[src/rtl/ann_threshold_arbiter_if.sv]
// ann_threshold_arbiter_if
// Groups the requester-side and threshold-stage-side signals of the shared
// ANN threshold arbiter. "slave" is the arbiter's view; "master" is the view
// of the environment (requesting channels plus the threshold stage).
interface ann_threshold_arbiter_if #(
    parameter int NUM_REQ = 4,
    parameter int ID_W    = 2
);
    logic [NUM_REQ-1:0]    iReq;
    logic [NUM_REQ*32-1:0] iData;
    logic [NUM_REQ-1:0]    oGrant;
    logic                  oTh_input_ready;
    logic [31:0]           oTh_data;
    logic                  iTh_output_ready;
    logic                  iTh_flag;
    logic [31:0]           iTh_data;
    logic                  oResult_valid;
    logic [ID_W-1:0]       oResult_id;
    logic                  oResult_flag;
    logic [31:0]           oResult_data;
    logic                  oResult_err;
    logic                  oBusy;

    modport slave (
        input  iReq, iData, iTh_output_ready, iTh_flag, iTh_data,
        output oGrant, oTh_input_ready, oTh_data,
               oResult_valid, oResult_id, oResult_flag, oResult_data,
               oResult_err, oBusy
    );

    modport master (
        output iReq, iData, iTh_output_ready, iTh_flag, iTh_data,
        input  oGrant, oTh_input_ready, oTh_data,
               oResult_valid, oResult_id, oResult_flag, oResult_data,
               oResult_err, oBusy
    );
endinterface

[src/rtl/ann_threshold_arbiter.sv]
// ann_threshold_arbiter
// Round-robin arbiter sharing one ANN threshold stage among NUM_REQ channels.
// One logsig value is issued at a time as an isolated start pulse; the
// stage's result is returned tagged with the owning channel id.
// Optional WAIT watchdog: define ANN_THRESHOLD_ARBITER_TIMEOUT_EN.
//
// state   | meaning
// --------+----------------------------------------------------------
// S_IDLE  | no transaction; arbitrate among pending requests
// S_ISSUE | grant and start pulse are high for this single cycle
// S_WAIT  | waiting for the threshold stage's output-ready pulse
module ann_threshold_arbiter #(
    parameter int NUM_REQ        = 4,
    parameter int ID_W           = 2,
    parameter int TIMEOUT_CYCLES = 16
) (
    input  logic                    iClk,
    input  logic                    iReset_n,
    ann_threshold_arbiter_if.slave  bus
);

    typedef enum logic [1:0] {
        S_IDLE  = 2'd0,
        S_ISSUE = 2'd1,
        S_WAIT  = 2'd2
    } state_t;

    if ((2 ** ID_W) < NUM_REQ || NUM_REQ < 2 || TIMEOUT_CYCLES < 1) begin : g_bad_params
        $error("ann_threshold_arbiter: illegal NUM_REQ/ID_W/TIMEOUT_CYCLES combination");
    end

    state_t              state_q;
    logic [ID_W-1:0]     ptr_q;
    logic [ID_W-1:0]     lat_id_q;
    logic [NUM_REQ-1:0]  grant_q;
    logic                start_q;
    logic [31:0]         th_data_q;
    logic                res_valid_q;
    logic [ID_W-1:0]     res_id_q;
    logic                res_flag_q;
    logic [31:0]         res_data_q;
    logic                busy_q;

    logic                pick_vld;
    logic [ID_W-1:0]     pick_id;
    logic [ID_W-1:0]     idx;
    logic [31:0]         pick_data;

`ifdef ANN_THRESHOLD_ARBITER_TIMEOUT_EN
    localparam int CNT_W = $clog2(TIMEOUT_CYCLES + 1);
    logic [CNT_W-1:0]    cnt_q;
    logic                res_err_q;
`endif

    // Round-robin search: first pending request above the pointer, wrapping.
    always_comb begin
        pick_vld = 1'b0;
        pick_id  = '0;
        idx      = '0;
        for (int i = 1; i <= NUM_REQ; i++) begin
            idx = ID_W'((int'(ptr_q) + i) % NUM_REQ);
            if (!pick_vld && bus.iReq[idx]) begin
                pick_vld = 1'b1;
                pick_id  = idx;
            end
        end
    end

    // Select the winning channel's logsig slice.
    always_comb begin
        pick_data = '0;
        for (int k = 0; k < NUM_REQ; k++) begin
            if (pick_id == ID_W'(k)) begin
                pick_data = bus.iData[32*k +: 32];
            end
        end
    end

    // Control FSM; every output is a register updated here.
    always_ff @(posedge iClk or negedge iReset_n) begin
        if (!iReset_n) begin
            state_q     <= S_IDLE;
            ptr_q       <= ID_W'(NUM_REQ - 1);
            lat_id_q    <= '0;
            grant_q     <= '0;
            start_q     <= 1'b0;
            th_data_q   <= '0;
            res_valid_q <= 1'b0;
            res_id_q    <= '0;
            res_flag_q  <= 1'b0;
            res_data_q  <= '0;
            busy_q      <= 1'b0;
`ifdef ANN_THRESHOLD_ARBITER_TIMEOUT_EN
            cnt_q       <= '0;
            res_err_q   <= 1'b0;
`endif
        end else begin
            grant_q     <= '0;
            start_q     <= 1'b0;
            res_valid_q <= 1'b0;
            case (state_q)
                S_IDLE: begin
                    if (pick_vld) begin
                        lat_id_q  <= pick_id;
                        ptr_q     <= pick_id;
                        th_data_q <= pick_data;
                        grant_q   <= {{(NUM_REQ-1){1'b0}}, 1'b1} << pick_id;
                        start_q   <= 1'b1;
                        busy_q    <= 1'b1;
                        state_q   <= S_ISSUE;
                    end
                end
                S_ISSUE: begin
`ifdef ANN_THRESHOLD_ARBITER_TIMEOUT_EN
                    cnt_q   <= '0;
`endif
                    state_q <= S_WAIT;
                end
                S_WAIT: begin
                    if (bus.iTh_output_ready) begin
                        res_valid_q <= 1'b1;
                        res_id_q    <= lat_id_q;
                        res_flag_q  <= bus.iTh_flag;
                        res_data_q  <= bus.iTh_data;
                        busy_q      <= 1'b0;
                        state_q     <= S_IDLE;
`ifdef ANN_THRESHOLD_ARBITER_TIMEOUT_EN
                        res_err_q   <= 1'b0;
                    end else if (cnt_q == CNT_W'(TIMEOUT_CYCLES)) begin
                        res_valid_q <= 1'b1;
                        res_id_q    <= lat_id_q;
                        res_flag_q  <= 1'b0;
                        res_data_q  <= '0;
                        res_err_q   <= 1'b1;
                        busy_q      <= 1'b0;
                        state_q     <= S_IDLE;
                    end else begin
                        cnt_q       <= cnt_q + 1'b1;
`endif
                    end
                end
                default: begin
                    busy_q  <= 1'b0;
                    state_q <= S_IDLE;
                end
            endcase
        end
    end

    assign bus.oGrant          = grant_q;
    assign bus.oTh_input_ready = start_q;
    assign bus.oTh_data        = th_data_q;
    assign bus.oResult_valid   = res_valid_q;
    assign bus.oResult_id      = res_id_q;
    assign bus.oResult_flag    = res_flag_q;
    assign bus.oResult_data    = res_data_q;
    assign bus.oBusy           = busy_q;
`ifdef ANN_THRESHOLD_ARBITER_TIMEOUT_EN
    assign bus.oResult_err     = res_err_q;
`else
    assign bus.oResult_err     = 1'b0;
`endif

endmodule

[src/flat_wrapper.sv]
// flat-port wrapper written by rule: the top's interface ports become plain ports
module ann_threshold_arbiter_flat 
#(
    parameter int NUM_REQ        = 4,
    parameter int ID_W           = 2,
    parameter int TIMEOUT_CYCLES = 16
)
  (iClk, iReset_n, bus_iReq, bus_iData, bus_iTh_output_ready, bus_iTh_flag, bus_iTh_data, bus_oGrant, bus_oTh_input_ready, bus_oTh_data, bus_oResult_valid, bus_oResult_id, bus_oResult_flag, bus_oResult_data, bus_oResult_err, bus_oBusy);
  ann_threshold_arbiter_if #(.NUM_REQ(NUM_REQ), .ID_W(ID_W)) bus_i ();
  input  logic iClk;
  input  logic iReset_n;
  input wire logic [$bits(bus_i.iReq)-1:0] bus_iReq;
  input wire logic [$bits(bus_i.iData)-1:0] bus_iData;
  input wire logic [$bits(bus_i.iTh_output_ready)-1:0] bus_iTh_output_ready;
  input wire logic [$bits(bus_i.iTh_flag)-1:0] bus_iTh_flag;
  input wire logic [$bits(bus_i.iTh_data)-1:0] bus_iTh_data;
  output wire logic [$bits(bus_i.oGrant)-1:0] bus_oGrant;
  output wire logic [$bits(bus_i.oTh_input_ready)-1:0] bus_oTh_input_ready;
  output wire logic [$bits(bus_i.oTh_data)-1:0] bus_oTh_data;
  output wire logic [$bits(bus_i.oResult_valid)-1:0] bus_oResult_valid;
  output wire logic [$bits(bus_i.oResult_id)-1:0] bus_oResult_id;
  output wire logic [$bits(bus_i.oResult_flag)-1:0] bus_oResult_flag;
  output wire logic [$bits(bus_i.oResult_data)-1:0] bus_oResult_data;
  output wire logic [$bits(bus_i.oResult_err)-1:0] bus_oResult_err;
  output wire logic [$bits(bus_i.oBusy)-1:0] bus_oBusy;
  assign bus_i.iReq = bus_iReq;
  assign bus_i.iData = bus_iData;
  assign bus_i.iTh_output_ready = bus_iTh_output_ready;
  assign bus_i.iTh_flag = bus_iTh_flag;
  assign bus_i.iTh_data = bus_iTh_data;
  assign bus_oGrant = bus_i.oGrant;
  assign bus_oTh_input_ready = bus_i.oTh_input_ready;
  assign bus_oTh_data = bus_i.oTh_data;
  assign bus_oResult_valid = bus_i.oResult_valid;
  assign bus_oResult_id = bus_i.oResult_id;
  assign bus_oResult_flag = bus_i.oResult_flag;
  assign bus_oResult_data = bus_i.oResult_data;
  assign bus_oResult_err = bus_i.oResult_err;
  assign bus_oBusy = bus_i.oBusy;
  ann_threshold_arbiter #(.NUM_REQ(NUM_REQ), .ID_W(ID_W), .TIMEOUT_CYCLES(TIMEOUT_CYCLES)) u_core (.iClk(iClk), .iReset_n(iReset_n), .bus(bus_i));
endmodule
[config.mk]
export PLATFORM = sky130hd
export DESIGN_NAME = ann_threshold_arbiter_flat
export DESIGN_NICKNAME = d
export VERILOG_FILES = /design/src/rtl/ann_threshold_arbiter_if.sv /design/src/rtl/ann_threshold_arbiter.sv /design/src/flat_wrapper.sv
export SDC_FILE = /design/constraint.sdc
export NUM_CORES = 1
export LEC_CHECK = 0
export ABC_AREA = 1
export CORE_AREA = 3 3 122 124
export DETAILED_ROUTE_END_ITERATION = 8
export DIE_AREA = 0 0 125 127
export MAX_ROUTING_LAYER = met4
export PLACE_DENSITY_LB_ADDON = 0.15
export SYNTH_ARGS = -nofsm -noshare
export SYNTH_HDL_FRONTEND = slang
export SYNTH_SLANG_ARGS = --single-unit
[constraint.sdc]
create_clock -name iClk -period 2.15 [get_ports iClk]
set_clock_uncertainty 0.05 [all_clocks]
set_input_delay 0.215 -clock iClk [delete_from_list [all_inputs] [get_ports iClk]]
set_output_delay 0.215 -clock iClk [all_outputs]
set_load 0.005 [all_outputs]
==> Word-level counts from Yosys, hierarchy flattened <==
Index checks and enable logic that the tools add are counted.
{ "op_classes": {"n_addsub": 4, "mul": 0, "n_div": 0, "order_cmp": 4, "eq_ne": 7, "shifts": 1, "muxes": 32, "n_bitwise": 1, "reduce_logical": 12} }
{ "op_table": {"columns": ["operator", "count"], "rows": [
  ["2-to-1 mux 32 bit", 4],
  ["2-to-1 mux 1 bit", 14],
  ["< comparator 2 x 3 -> 1 bit, second input constant", 4],
  ["2-to-1 mux 2 bit", 6],
  ["binary-select mux 1 bit (select 2 bit)", 4],
  ["2-to-1 mux 4 bit", 2],
  ["equality test 2 bit, second input constant", 3],
  ["one-hot mux 2 bit (3 select lines)", 1],
  ["AND reduction 2 bit", 3],
  ["adder 2 x 1 -> 2 bit, second input constant", 2],
  ["adder 2 bit, second input constant", 2],
  ["equality test 2 x 1 -> 1 bit, second input constant", 2],
  ["zero test 2 bit", 2],
  ["<< shifter 1 x 2 -> 4 bit, first input constant", 1],
  ["logical AND 1 bit", 3],
  ["zero test 1 bit", 3],
  ["one-hot mux 1 bit (3 select lines)", 1],
  ["AND reduction 3 bit", 1],
  ["!= test 2 x 1 -> 1 bit, second input constant", 1],
  ["!= test 2 bit, second input constant", 1],
  ["inverter 1 bit", 1]
]} }
{ "word_totals": {"ff_bits": 80, "latch_bits": 0, "ramBits": 0, "romBits": 0, "input_bits": 168, "n_memories": 0} }

==> Depth between registers and ports, before layout <==
{ "depth": {"depth_word": 18, "depth_mapped": 17, "ltp_nobuf": 15} }

==> Least setup slack after synthesis <==
Ideal clock, no wire load.
{ "synth_timing": {"path_type": "reg-to-reg", "from": "reg u_core.ptr_q[0]", "to": "reg u_core.th_data_q[14], in the netlist u_core.bus.oTh_data[14]", "setup_ns": 0.116, "arrival_time_ns": 1.852, "required_ns": 1.984, "slack_ns": 0.131, "stages_incl_launch_ff": 18, "n_path_buf": 2, "path_cell_list": "dfstp_2 -> buf_6 -> inv_6 -> nand2_1 -> nand2_1 -> nand2_4 -> nand2_4 -> nor2_8 -> nand3_2 -> nand2_4 -> nand2_8 -> inv_8 -> nand2_8 -> buf_6 -> o21ai_2 -> inv_1 -> nand2_1 -> nand2_1"} }
{ "synth_via": {"elab_chain_len": 18, "elab_cells_between_ends": 35, "cone_classes": "add/sub: 4; eq/ne: 3; mux: 20; reduce/logical: 8"} }
{ "synth_rtl": {"columns": ["element", "line", "rtl"], "rows": [
  ["from (decl)", "ann_threshold_arbiter.sv:33", "logic [ID_W-1:0] ptr_q;"],
  ["from (signal assigned)", "ann_threshold_arbiter.sv:83", "ptr_q <= ID_W'(NUM_REQ - 1);"],
  ["from (signal assigned)", "ann_threshold_arbiter.sv:105", "ptr_q <= pick_id;"],
  ["adder 2 x 1 -> 2 bit", "ann_threshold_arbiter.sv:61", "idx = ID_W'((int'(ptr_q) + i) % NUM_REQ);"],
  ["binary-select mux 1 bit (select 2 bit)", "ann_threshold_arbiter.sv:62", "if (!pick_vld && bus.iReq[idx]) begin"],
  ["2-to-1 mux 1 bit (not written as such)", "ann_threshold_arbiter.sv:62", null],
  ["2-to-1 mux 1 bit", "ann_threshold_arbiter.sv:62", null],
  ["zero test 1 bit", "ann_threshold_arbiter.sv:62", null],
  ["logical AND 1 bit", "ann_threshold_arbiter.sv:62", null],
  ["2-to-1 mux 1 bit", "ann_threshold_arbiter.sv:62", null],
  ["zero test 1 bit", "ann_threshold_arbiter.sv:62", null],
  ["logical AND 1 bit", "ann_threshold_arbiter.sv:62", null],
  ["2-to-1 mux 1 bit", "ann_threshold_arbiter.sv:62", null],
  ["zero test 1 bit", "ann_threshold_arbiter.sv:62", null],
  ["logical AND 1 bit", "ann_threshold_arbiter.sv:62", null],
  ["2-to-1 mux 2 bit", "ann_threshold_arbiter.sv:62", null],
  ["zero test 2 bit", "ann_threshold_arbiter.sv:73", "if (pick_id == ID_W'(k)) begin"],
  ["2-to-1 mux 32 bit (4 in series)", "ann_threshold_arbiter.sv:73", null],
  ["to (signal assigned)", "ann_threshold_arbiter.sv:106", "th_data_q <= pick_data;"],
  ["to (decl)", "ann_threshold_arbiter.sv:37", "logic [31:0] th_data_q;"]
]} }
Parallel ways exist; a longest one is shown, timed or not. The select of a mux whose other input is x is not followed.
A chain may end at the register's enable or synchronous reset.

==> Final worst setup path <==
{ "layout_timing": {"from": "reg u_core.ptr_q[0]", "to": "reg u_core.th_data_q[9], in the netlist u_core.bus.oTh_data[9]"} }
Same word-level chain as after synthesis.

==> results.txt <==
- The final layout contains routed wiring with a total length of 15.9 mm.
- Dividing the detail-routed wire length by the instance count gives approximately 15 um.
* Critical Setup Path Class: flip-flop to flip-flop
- Of all nets on the critical path, the largest fanout is 14.
* All-layer global routing usage: 0.203
* Share of final-layout standard cells stronger than drive strength 1: 0.149
- Measured against its own limit, the worst slew margin works out to 0.613.
- Number of enable flip-flop cells after synthesis: 0
- Placed cell areas: 7210 um2
- The initial utilization of the core area, before any placement, comes to 0.328.
* Number of DRC markers in iteration 0: about 180
- The tree is rooted in a sky130_fd_sc_hd__clkbuf_16.
- Post-synthesis share of cell area spent on and, or, nand and nor gates: 0.424
- In this run the deepest clock path goes through 2 buffers.
- TritonCTS built the clock tree.
- The critical path crosses 15 cells after its start point.
* Synthesized area divided by synthesized cell count: roughly 7.4 um2
- For this run, the top clock speed supported by timing is roughly 450 MHz.
- DRC violation count after routing: 0
* Total power draw: 14200 uW
- After synthesis, the share of cell area in mux cells is 0.
- Largest family of logic cells by synthesized area: simple AND/OR/NAND/NOR gates
- The worst-case IR drop observed on VDD is 0.810 mV.
- Path type of the worst min-delay path: input pin to asynchronous set/reset pin
- Failing checks: negative setup slack
- Routability-driven placement congestion ratio: 0.942
- Counting cells, the worst reg-to-reg path comes to 15.
- In this design, the critical path's most frequently occurring cell is sky130_fd_sc_hd__nand2_4.
- CTS Buf Count: 9
- The number of antenna violations at the first check in global routing was 0.
* Biggest cell delay along the critical path: ~640 ps
* Number of nets with antenna violations after routing: 0
- Crit-path slowest cell: sky130_fd_sc_hd__dfstp_2
* Cell area after layout: 7850 um2
- Data on the critical path arrives at its endpoint at ~2400 ps.
- Cell area after technology mapping: roughly 4500 um2
* Largest net degree at the start of global routing: 38
* Result of the run: complete, but fails checks
- Routed vias: 4824
* Xor and xnor area share after synthesis: 0
- R2R Setup Slk: -70 ps
- Pwr per Cell Area: around 1800 nW/um2
* Required time of the worst setup path: between 2000 and 2500 ps
- The analysis attributes to cell leakage a power of 0.00371 uW.
- Counting flops with an async set or reset pin after synthesis yields a share of 1.00.
- Crit path capture: u_core.bus.oTh_data[9]
- Together, buffers and inverters on the worst path number 3.
- The worst register-to-register path begins at u_core.ptr_q[0].
* Critical-path cell list: inv_6 > nand2_2 > nand2_2 > nand2_4 > nand2_4 > nor2_8 > nand3_2 > nand2_4 > nand2_8 > buf_12 > clkbuf_16 > nand3_1 > nand4_1 > nand2_1 > nand2_1
- The clock drives 80 sinks.
* Wire length of the first global-routing pass: between 20 and 30 mm
* Die Outline Area: approximately 16000 um2
- Via count of the first global-routing pass: just under 5000
- Prevailing post-synth register cell: sky130_fd_sc_hd__dfrtp_1
- Filler instances: 1266
- When the netlist entered floorplanning its net count stood at just under 800.
- Post-layout minimum cycle time: 2220 ps
- For this run, the register share of the synthesized area comes to 0.441.
- Number of ports placed on the die boundary: 243
* Crit. End Element: flip-flop
- Global-route congestion overflow total: 0
- Setup repair after global routing could not meet its margin everywhere.
- Destination of the worst register-to-register timing path: u_core.bus.oTh_data[9]
- The first TritonRoute pass finished after 4 iterations.
- Row count: 43
* Yosys synthesis warning count: 0
- Std-Cell Core Area: ~14000 um2
* Final nets: around 1000
* Element type at the critical path start: flip-flop
- After synthesis the netlist holds a flip-flop and latch count of 80.
- Die H: between 100 and 150 um
- Setup violations remaining at the end of the flow were counted as 21.
- Number of hold violations in the final report: 0
- In the finished design, the share of the clock period the worst path needs comes to 1.03.
- Die extent in x: between 100 and 150 um
- Summed over all nets, the half-perimeter wirelength after detailed placement is about 12 mm.
- Arithmetic-cell share of the synthesized area counting full adders, half adders and majority gates: 0
* IO buf count: 241
* Layout overhead on the synthesized area: 72.7%
- Clock latency at the later pin of the worst-skew pair: approximately 330 ps
- The H-tree was split into 3 levels.
- Area fraction in compound gates after synthesis: 0.0424
- Timing startpoint of the critical path: u_core.ptr_q[0]
* Vias per cell: approximately 4.5
- Number of violations of the max-capacitance limit: 0
- Final count of pins violating max slew: 0
- Netlist cell types: 30
- For the pin with the worst max-slew slack, the measured transition is 580 ps.
- N_diodes: 0
- After clock tree synthesis, the clock-pin slew on the worst setup and hold paths is approximately 70 ps.
- Setup slack of the critical path after layout: -68.3 ps
* CP top delay family: simple AND/OR/NAND/NOR gates
* Post-synthesis instance total: slightly above 600
-- worst min-delay path by stage --
stage,end,slack [ps],cells past startpoint
6_report,u_core.bus.oResult_data[5],280,2
5_1_grt,u_core.bus.oResult_data[31],310,2
4_1_cts,u_core.bus.oResult_data[5],280,2
3_5_place_dp,u_core.bus.oResult_data[5],80,1
3_3_place_gp,u_core.bus.oResult_data[5],80,1
2_1_floorplan,u_core.bus.oBusy,-130,0
-- registers in the layout, indices dropped and copies added, names as in the netlist --
register	count
u_core.bus.oResult_flag	1
u_core.bus.oResult_id	2
u_core.lat_id_q	2
u_core.bus.oBusy	1
u_core.bus.oResult_data	32
u_core.ptr_q	2
u_core.bus.oTh_data	32
u_core.bus.oResult_valid	1
u_core.bus.oGrant	4
u_core.state_q	2
u_core.bus.oTh_input_ready	1
-- report_power, final --
part / switching [uW] / internal (uW)
sequential: 410 / 2280
clock: 652 / 1030
combinational: 5300 / 4510
total: 6360 / 7830
-- through the flow --
stage	std cells	utilization	setup slack [ps]	hold WS (ps)	setup TNS (ps)
6_report	1062	0.566	-68.3	279	-631
5_1_grt	1062	0.566	-172	312	-4330
4_1_cts	1059	0.559	-37.4	277	-146
3_5_place_dp	1029	0.520	-166	81.6	-3850
3_3_place_gp	1029	0.520	-93.3	75.3	-1480
2_1_floorplan	614	-	131	-131	0
-- synthesized netlist by cell type (4+ instances only) --
library cell / instances / area (um2)
sky130_fd_sc_hd__nand2_1: 254 / 953
sky130_fd_sc_hd__dfrtp_1: 78 / 1950
sky130_fd_sc_hd__nand3_1: 67 / 335
sky130_fd_sc_hd__nor2_1: 49 / 184
sky130_fd_sc_hd__inv_1: 41 / 154
sky130_fd_sc_hd__o21ai_0: 15 / 75.1
sky130_fd_sc_hd__nand4_1: 12 / 75.1
sky130_fd_sc_hd__clkbuf_1: 10 / 37.5
sky130_fd_sc_hd__o21ai_2: 10 / 87.6
sky130_fd_sc_hd__nand3_2: 9 / 90.1
sky130_fd_sc_hd__buf_2: 8 / 40.0
sky130_fd_sc_hd__buf_4: 8 / 60.1
sky130_fd_sc_hd__nand2_2: 8 / 50.1
sky130_fd_sc_hd__nand3b_1: 8 / 60.1
sky130_fd_sc_hd__buf_6: 5 / 56.3
sky130_fd_sc_hd__nand2_4: 5 / 56.3
sky130_fd_sc_hd__o21ai_1: 5 / 25.0
sky130_fd_sc_hd__inv_2: 4 / 15.0
-- logic make-up after synthesis --
group / count (synthesis)
simple gates: 422
other cells: 1
flops: 80
buf+inv: 80
compound gates: 31
-- layout make-up --
type                    instances  area, um2  share of cell area
inverters                      47        191              0.0244
flip-flops and latches         80       2000               0.255
clock inverters                 7        101              0.0129
well taps                     180        225              0.0287
repair buffers                280       2840               0.361
clock buffers                   9        225              0.0287
multi-input cells             459       2270               0.289
-- cells in the final DEF, fill, tap and decap left out --
cell                              instances
sky130_fd_sc_hd__buf_4                   24
sky130_fd_sc_hd__nand3_2                  9
sky130_fd_sc_hd__bufinv_16                2
sky130_fd_sc_hd__inv_1                   40
sky130_fd_sc_hd__nand3_1                 67
sky130_fd_sc_hd__nand2_1                242
sky130_fd_sc_hd__a21oi_2                  1
sky130_fd_sc_hd__inv_8                    1
sky130_fd_sc_hd__nand4_1                 12
sky130_fd_sc_hd__clkinvlp_4               2
sky130_fd_sc_hd__nor2_4                   4
sky130_fd_sc_hd__buf_12                   7
sky130_fd_sc_hd__nor2_1                  48
sky130_fd_sc_hd__nand2_8                  3
sky130_fd_sc_hd__nor3_2                   2
sky130_fd_sc_hd__nand2_4                  9
sky130_fd_sc_hd__inv_6                    4
sky130_fd_sc_hd__nor2_8                   2
sky130_fd_sc_hd__o21ai_1                  6
sky130_fd_sc_hd__dfstp_2                  2
sky130_fd_sc_hd__inv_2                    4
sky130_fd_sc_hd__o21ai_2                 16
sky130_fd_sc_hd__conb_1                   1
sky130_fd_sc_hd__dlygate4sd3_1            1
sky130_fd_sc_hd__o21ai_0                  8
sky130_fd_sc_hd__buf_6                    7
sky130_fd_sc_hd__inv_4                    1
sky130_fd_sc_hd__clkbuf_16               10
sky130_fd_sc_hd__dfrtp_1                 78
sky130_fd_sc_hd__nand2_2                 18
sky130_fd_sc_hd__nand3b_1                 8
sky130_fd_sc_hd__nor2_2                   3
sky130_fd_sc_hd__clkdlybuf4s50_1        240
-- timing repair --
| item | CTS | global route |
|---|---|---|
| pin swaps | 10 | 3 |
| cloned | 5 | 1 |
| buffers inserted | 8 | 2 |
| resized for setup | 27 | 14 |
| setup endpoints to repair | 32 | 36 |
| endpoints found under the hold margin | 20 | 0 |
| hold buffers | 1 | 0 |
-- per-layer routing --
metal	track usage	vias to the layer above	wire length, um
met5	-	-	0
met4	0.0835	0	531
met3	0.0564	31	1430
met2	0.327	211	7450
met1	0.241	2127	6480
li1	-	2455	-
(Power assumes the default switching activity.)
